===== config.mk =====
export PLATFORM = sky130hd
export DESIGN_NAME = sprite_line_scheduler
export DESIGN_NICKNAME = d
export VERILOG_FILES = /design/src/rtl/sprite_line_scheduler.sv
export SDC_FILE = /design/constraint.sdc
export NUM_CORES = 1
export LEC_CHECK = 0
export CORE_MARGIN = 2
export CORE_UTILIZATION = 25
export CTS_CLUSTER_DIAMETER = 50
export DETAILED_ROUTE_END_ITERATION = 16
export MAX_ROUTING_LAYER = met4
export SYNTH_ARGS = -nofsm -noshare
export SYNTH_HDL_FRONTEND = slang
export SYNTH_SLANG_ARGS = --single-unit
export TNS_END_PERCENT = 100

===== constraint.sdc =====
create_clock -name clk_pixel -period 8.7 [get_ports clk_pixel]
set_input_delay 1.305 -clock clk_pixel [delete_from_list [all_inputs] [get_ports clk_pixel]]
set_output_delay 1.305 -clock clk_pixel [all_outputs]
set_load 0.01 [all_outputs]

===== src/rtl/sprite_line_scheduler.sv =====
// Per-line sprite scheduler: scans the sprite bank in blanking,
// captures intersecting sprites and feeds them to the line counter.
module sprite_line_scheduler #(
  parameter int NUM_SPRITES = 32,
  parameter int MAX_ACTIVE  = 4,
  parameter int SPRITE_SIZE = 20,
  parameter int size_x      = 10,
  parameter int size_y      = 9
) (
  input  logic                           clk_pixel,
  input  logic                           reset,
  input  logic                           new_line,
  input  logic [size_y-1:0]              line_y,
  input  logic [size_x-1:0]              pixel_x,
  output logic [$clog2(NUM_SPRITES)-1:0] reg_address,
  input  logic [31:0]                    reg_data,
  input  logic                           count_finished,
  output logic                           sprite_on,
  output logic [31:0]                    sprite_datas,
  output logic                           scan_done,
  output logic                           overflow
);

  localparam int AW = $clog2(NUM_SPRITES);
  localparam int CW = $clog2(MAX_ACTIVE + 1);
  localparam int IW = $clog2(MAX_ACTIVE);
  localparam int SW = AW + 1;
  localparam int DW = $clog2(SPRITE_SIZE + 2);
  localparam int XW = size_x + 1;
  localparam int YW = size_y + 1;

  localparam logic [1:0] IDLE  = 2'd0;
  localparam logic [1:0] SCAN  = 2'd1;
  localparam logic [1:0] READY = 2'd2;
  localparam logic [1:0] DRAW  = 2'd3;

  localparam logic [CW-1:0] FULL = CW'(MAX_ACTIVE);
  localparam logic [CW-1:0] C1   = CW'(1);
  localparam logic [SW-1:0] LAST = SW'(NUM_SPRITES);
  localparam logic [SW-1:0] S1   = SW'(1);
  localparam logic [AW-1:0] A1   = AW'(1);
  localparam logic [DW-1:0] TMO  = DW'(SPRITE_SIZE + 1);
  localparam logic [DW-1:0] D1   = DW'(1);
  localparam logic [YW-1:0] SZY  = YW'(SPRITE_SIZE);
  localparam logic [8:0]    SZ9  = 9'(SPRITE_SIZE);
  localparam logic [XW-1:0] X1   = XW'(1);

  logic [1:0]    state;
  logic [SW-1:0] scan_cnt;
  logic [DW-1:0] draw_cnt;
  logic [CW-1:0] cnt;
  logic [31:0]   list [MAX_ACTIVE];

  logic [YW-1:0] ly;
  logic [YW-1:0] wy;
  logic          hit;
  logic [8:0]    row_off;
  logic [31:0]   adj;

  // Match test and row-offset rewrite for the word on reg_data
  always_comb begin
    ly      = YW'(line_y);
    wy      = YW'(reg_data[17:9]);
    hit     = reg_data[28] && (reg_data[26:18] != 9'd0)
              && (ly >= wy) && (ly < wy + SZY);
    row_off = reg_data[8:0]
              + (9'(line_y) - reg_data[17:9]) * SZ9;
    adj     = {reg_data[31:9], row_off};
  end

  logic [XW-1:0] hx;
  logic [XW-1:0] px;
  logic          missed;
  logic          fire;
  logic          draw_exit;
  logic          pop;

  // Head-of-list timing decisions
  always_comb begin
    hx        = XW'(list[0][26:18]);
    px        = XW'(pixel_x);
    missed    = hx <= px;
    fire      = (px + X1) == hx;
    draw_exit = ((draw_cnt != '0) && count_finished)
                || (draw_cnt == TMO);
    pop       = ((state == READY) && (cnt != '0) && missed)
                || ((state == DRAW) && draw_exit);
  end

  // Scheduler state, capture list and registered outputs
  always_ff @(posedge clk_pixel or posedge reset) begin
    if (reset) begin
      state        <= IDLE;
      scan_cnt     <= '0;
      draw_cnt     <= '0;
      cnt          <= '0;
      reg_address  <= '0;
      sprite_on    <= 1'b0;
      sprite_datas <= '0;
      scan_done    <= 1'b0;
      overflow     <= 1'b0;
      for (int i = 0; i < MAX_ACTIVE; i++) list[i] <= '0;
    end else if (new_line) begin
      state       <= SCAN;
      scan_cnt    <= '0;
      draw_cnt    <= '0;
      cnt         <= '0;
      reg_address <= '0;
      sprite_on   <= 1'b0;
      scan_done   <= 1'b0;
      overflow    <= 1'b0;
    end else begin
      unique case (state)
        IDLE: reg_address <= '0;
        SCAN: begin
          scan_cnt    <= scan_cnt + S1;
          reg_address <= reg_address + A1;
          if ((scan_cnt != '0) && hit) begin
            if (cnt == FULL) begin
              overflow <= 1'b1;
            end else begin
              list[cnt[IW-1:0]] <= adj;
              cnt <= cnt + C1;
            end
          end
          if (scan_cnt == LAST) begin
            state       <= READY;
            scan_done   <= 1'b1;
            reg_address <= '0;
          end
        end
        READY: begin
          if (cnt == '0) begin
            state <= IDLE;
          end else if (missed) begin
            cnt <= cnt - C1;
          end else if (fire) begin
            sprite_datas <= list[0];
            sprite_on    <= 1'b1;
            draw_cnt     <= '0;
            state        <= DRAW;
          end
        end
        DRAW: begin
          if (draw_exit) begin
            sprite_on <= 1'b0;
            cnt       <= cnt - C1;
            state     <= READY;
          end else begin
            draw_cnt <= draw_cnt + D1;
          end
        end
      endcase
      if (pop) begin
        for (int i = 0; i < MAX_ACTIVE - 1; i++) list[i] <= list[i+1];
      end
    end
  end

endmodule


-- Word-level counts from Yosys, hierarchy flattened
Cells that the tools add are included.
Widths: inputs -> output; s select.
- bits in registers: 184
- logic and storage cells: 132
- add/subtract/negate cells: 9
- multipliers: 1
- order comparisons: 5
- eq/ne operators: 19
- muxes and demuxes: 45
- bitwise operators: 5
- reductions and logical operators: 35
- operators by type and width (kind ; number):
    $mux 128 ; 3
    $bwmux 128 ; 1
    $mux 96 ; 1
    $demux 32 s2 ; 1
    $mux 5 ; 7
    $mux 32 ; 1
    $ne 3x3->1 const B ; 9
    $pmux 5 s2 ; 2
    $reduce_and 5->1 ; 4
    $mux 3 ; 6
    $mux 1 ; 12
    $mux 2 ; 6
    $mux 6 ; 2
    $reduce_bool 2->1 ; 6
    $add 10x1->11 const B ; 1
    $eq 11x9->1 ; 1
    $add 5x1->5 const B ; 2
    $add 9x5->10 const B ; 1
    $le 9x10->1 ; 1
    $lt 9x10->1 ; 1
    $add 9x9->9 ; 1
    $ge 9x9->1 ; 1
    $logic_and 1x1->1 ; 9
    $mul 9x3->7 const B ; 1
    30 further kinds ; 39

-- Longest topological paths before layout
- depth after elaboration: 10
- gate-level depth with buffers: 16
- mapped depth without buffers: 16

-- Worst setup path after synthesis
Ideal clock, no wire load.
- path type: in2reg
- start: input line_y[0]
- end: register list[72] (netlist bit)
- setup time: 0.064 ns
- arrival time: 4.554 ns
- setup slack: 4.082 ns
- stages on the path: 16
- buffers on the path: 0
- cell sequence: inv_1 -> ha_1 -> inv_1 -> fa_1 -> a21o_1 -> a21oi_1 -> xnor2_1 -> ha_1 -> fa_1 -> ha_1 -> o21ai_0 -> o21bai_1 -> a21oi_1 -> xnor3_1 -> o31ai_1 -> mux2_4
- cells in the longest elaborated chain, start to end: 8
- RTL lines (what ; line ; RTL):
    start, declared ; 13 ; input logic [size_y-1:0] line_y,
    $sub 9x9->9 ; 67 ; + (9'(line_y) - reg_data[17:9]) * SZ9;
    $mul 9x3->7 ; 67 ;
    $add 9x9->9 ; 67 ;
    $bwmux 128 ; 122 ; list[cnt[IW-1:0]] <= adj;
    $mux 128 ; 119 ; if (cnt == FULL) begin
    $mux 128 ; 118 ; if ((scan_cnt != '0) && hit) begin
    $mux 128 ; 113 ; unique case (state)
    $mux 96 ; 154 ; if (pop) begin
    end signal, assigned by index ; 122 ;
    end, declared ; 52 ; logic [31:0] list [MAX_ACTIVE];
Several ways; a longest one is shown, not always the timed one. The select of a mux whose other input is x is not followed.
A chain may end at the register's enable or synchronous reset.

-- Worst setup path after layout
- start: input reg_data[11]
- end: register list[31] (netlist bit)
- cells in the longest elaborated chain, start to end: 5
- RTL lines (what ; line ; RTL):
    start, declared ; 16 ; input logic [31:0] reg_data,
    $add 9x5->10 or $ge 9x9->1 (tied branches) ; 65 ; && (ly >= wy) && (ly < wy + SZY);
    $lt 9x10->1 or $logic_and 1x1->1 (tied branches) ; 65 ;
    $logic_and 1x1->1 * ; 65 ;
    $logic_and 1x1->1 * ; 118 ;
    $reduce_and 4->1 (no source line) * ; -- ;
Mark *: on every way between the ends. The rest lies on a longest branch, timed or not.

==> reports/metrics.yaml <==
rows: 73
vias_per_cell: 4.740
grt_pass1_wl_um: 40390
grt_max_degree: 139
synth_nets: 948
dieWidth_um: 204.5
hold_violations: 0
fp.coreArea_mm2: 0.03973
p_sw_mw: 0.5628
die_y_um: 204.5
path_clk_slew_ns: 0.07
p_leak_nw: 5.611
arrival_ns: 5.51
grt_setup_unrepaired: "false"
slew_headroom_pct: 30.17
hold_buffers: 0
routabilityCongestion: 0.8506
maxSlewViolCount: 0
clockRootBuffer: "clkbuf_16"
cp-start-kind: "primary input"
p_int_mw: 1.410
num_io_pins: 95
cts_buffers: 17
yosys.area.top_type: "dfrtp_1"
cp-end-kind: "flip-flop"
p_per_area_mw_per_mm2: 162.6
firstDrtPassIters: 5
cp.required_ns: 9.03
final_area_mm2: 0.01213
dpl_cell_area_mm2: 0.01155
portBuffers: 94
detail-route-antenna-nets: 0
antenna_found_initial: 1
drt_iter0_drc: 462
synth-seq-cells: 184
ys.flop_type: "dfrtp_1"
synth_common_cells: "dfrtp_1 (184), mux2_2 (115), a22o_1 (82)"
drc: 0
post-place-ws_ns: 3.070
status: "complete, no violations"
ys_warn_count: 0
irDropWorstVdd_uv: 106.2
cts_resized: 0
num_vias: 6934
area_growth_pct: 20.71
grt_pass1_vias: 6994
drive_gt1_share_pct: 21.90
synthArstFlopShare_pct: 100.0
start_util_pct: 25.30
worstSetupPathType: "primary input to flip-flop"
hp-class: "flip-flop to flip-flop"
stdcell_count: 1463
max_freq_ghz: 0.1929
grt_usage_pct: 12.74
period_share_pct: 59.59
yosysTopAreaCellShare_pct: 45.81
p_clk_share_pct: 39.7
maxCapViolations: 0
final.fill_count: 4003
min_period_ns: 5.185
cts_tree: "yes"
path_max_fanout: 25
cp_top_family: "simple AND/OR/NAND/NOR gates"
dpl.hpwl_um: 16930
cts_num_sinks: 184
setup_ws_ns: 3.515
synth.distinct_cells: 64
setup_tns_ns: 0
synth_most_common_cell: "dfrtp_1"
worstPathBufferInverterCount: 2
holdWs_ns: 0.4713
combPwrFrac_pct: 15.9
fin_nets: 1028
synth_area_leaders: "dfrtp_1 (46%), mux2_2 (13%), a22o_1 (7.1%)"
max_slew.worst_pin.slew_ns: 1.048
synth_area_mm2: 0.01005
drt_wl_total_um: 25190
postCtsSetupRepairBufs: 0
grt-ovfl-total: 0
die_area_mm2: 0.04183
setup_violations: 0
yosysSeqAreaShare_pct: 45.81
cp_slowest_cell: "clkdlybuf4s50_1"
finalPower_mw: 1.973
cpPeakStageDelay_ns: 0.62
pwr-share-seq_pct: 44.5
cp_cell_sequence: "clkdlybuf4s50_1 > ha_1 > o21ai_0 > or3_1 > xnor2_1 > ha_1 > o211ai_1 > a211o_1 > o2111ai_2 > or3_1 > nor4_4 > buf_4 > mux2_2"
synth.avg_cell_area_um2: 11.92
wire_per_inst_um: 17.22
fin_skew_ns: 0.01208
p_sw_share_pct: 28.53
clkLatencyLatePin_ns: 0.44
netlist_instances: 843
h-tree-depth: 4
synth_edf_count: 0
cts_max_path_buffers: 2
dp.cells: 1429
final_core_util_pct: 30.54
worst register-to-register path, stage by stage (launching register included):
cell	delay, ns
dfrtp_1	0.44
xor2_1	0.23
nand2_1	0.07
or4_1	0.40
a2111oi_0	0.46
o2111a_1	0.39
and2_2	0.90
mux2_2	0.44
registers in the layout, indices dropped and copies added (netlist names):
signal        cells
list            119
sprite_datas     32
hx                9
scan_cnt          6
draw_cnt          5
reg_address       5
cnt               3
state             2
overflow          1
scan_done         1
sprite_on         1
power by group through the flow:
stage	sequential (mW)	clock (mW)	combinational, mW
2_1_floorplan	0.891	0	0.207
3_3_place_gp	0.894	0	0.306
3_5_place_dp	0.894	0	0.312
4_1_cts	0.877	0.799	0.314
5_1_grt	0.879	0.840	0.347
6_report	0.877	0.782	0.313
path summary, 6_finish.rpt:
path | from | end | slack [ns] | depth (start not counted)
max | reg_data[11] | list[31] | 3.52 | 13
min | list[28] | list[28] | 0.47 | 1
max reg2reg | hx[6] | sprite_datas[4] | 5.26 | 7
min reg2reg | list[28] | list[28] | 0.47 | 1
max in group asynchronous | reset | list[75] | 5.97 | 3
min in group asynchronous | reset | sprite_datas[0] | 1.52 | 2
placed cells by master, fill, tap and decap left out, drive strengths merged, types with 4 or more instances in the layout:
cell / count
a211oi: 4
a21o: 6
a21oi: 26
a22o: 82
and2: 7
buf: 9
clkbuf: 18
clkdlybuf4s50: 94
clkinvlp: 4
dfrtp: 184
fa: 4
ha: 46
inv: 46
mux2: 158
mux2i: 4
nand2: 45
nand3: 16
nand4: 4
nand4b: 5
nor2: 23
nor2b: 4
nor3: 14
nor4: 10
o21a: 6
o21ai: 27
o31ai: 5
or3: 5
xnor2: 15
xor2: 13
metal layers:
layer	GRT usage, %	part of all wire, %	up-vias
met5	-	0	-
met1	17.02	48	3491
li1	-	-	3276
met2	19.60	46	148
met4	2.459	0.79	0
met3	3.229	5.4	19
kinds of logic (layout without fill, tap and decap cells):
logic type / after synthesis / after routing / share of synthesized area, %
other: 0 / 2 / 0
AOI/OAI and AO/OA: 186 / 186 / 14.21
buffers and inverters: 82 / 175 / 3.697
and+or+nand+nor: 150 / 150 / 7.879
DFF: 184 / 184 / 45.81
muxes: 162 / 162 / 19.22
adders and majority gates: 50 / 50 / 6.522
xor gates and xnor gates: 29 / 29 / 2.664
final cells by class:
class	instances	area, µm²	share of cell area (%)
timing repair buffer	103	1008	8.311
sequential	184	4604	37.95
inverter	40	157.7	1.299
tap	525	656.9	5.414
antenna	2	5.005	0.04125
clock buffer	18	439.2	3.619
multi-input combinational	577	5122	42.21
clock inverter	14	140.1	1.155
No activity file was read; power rests on OpenSTA's default activity.
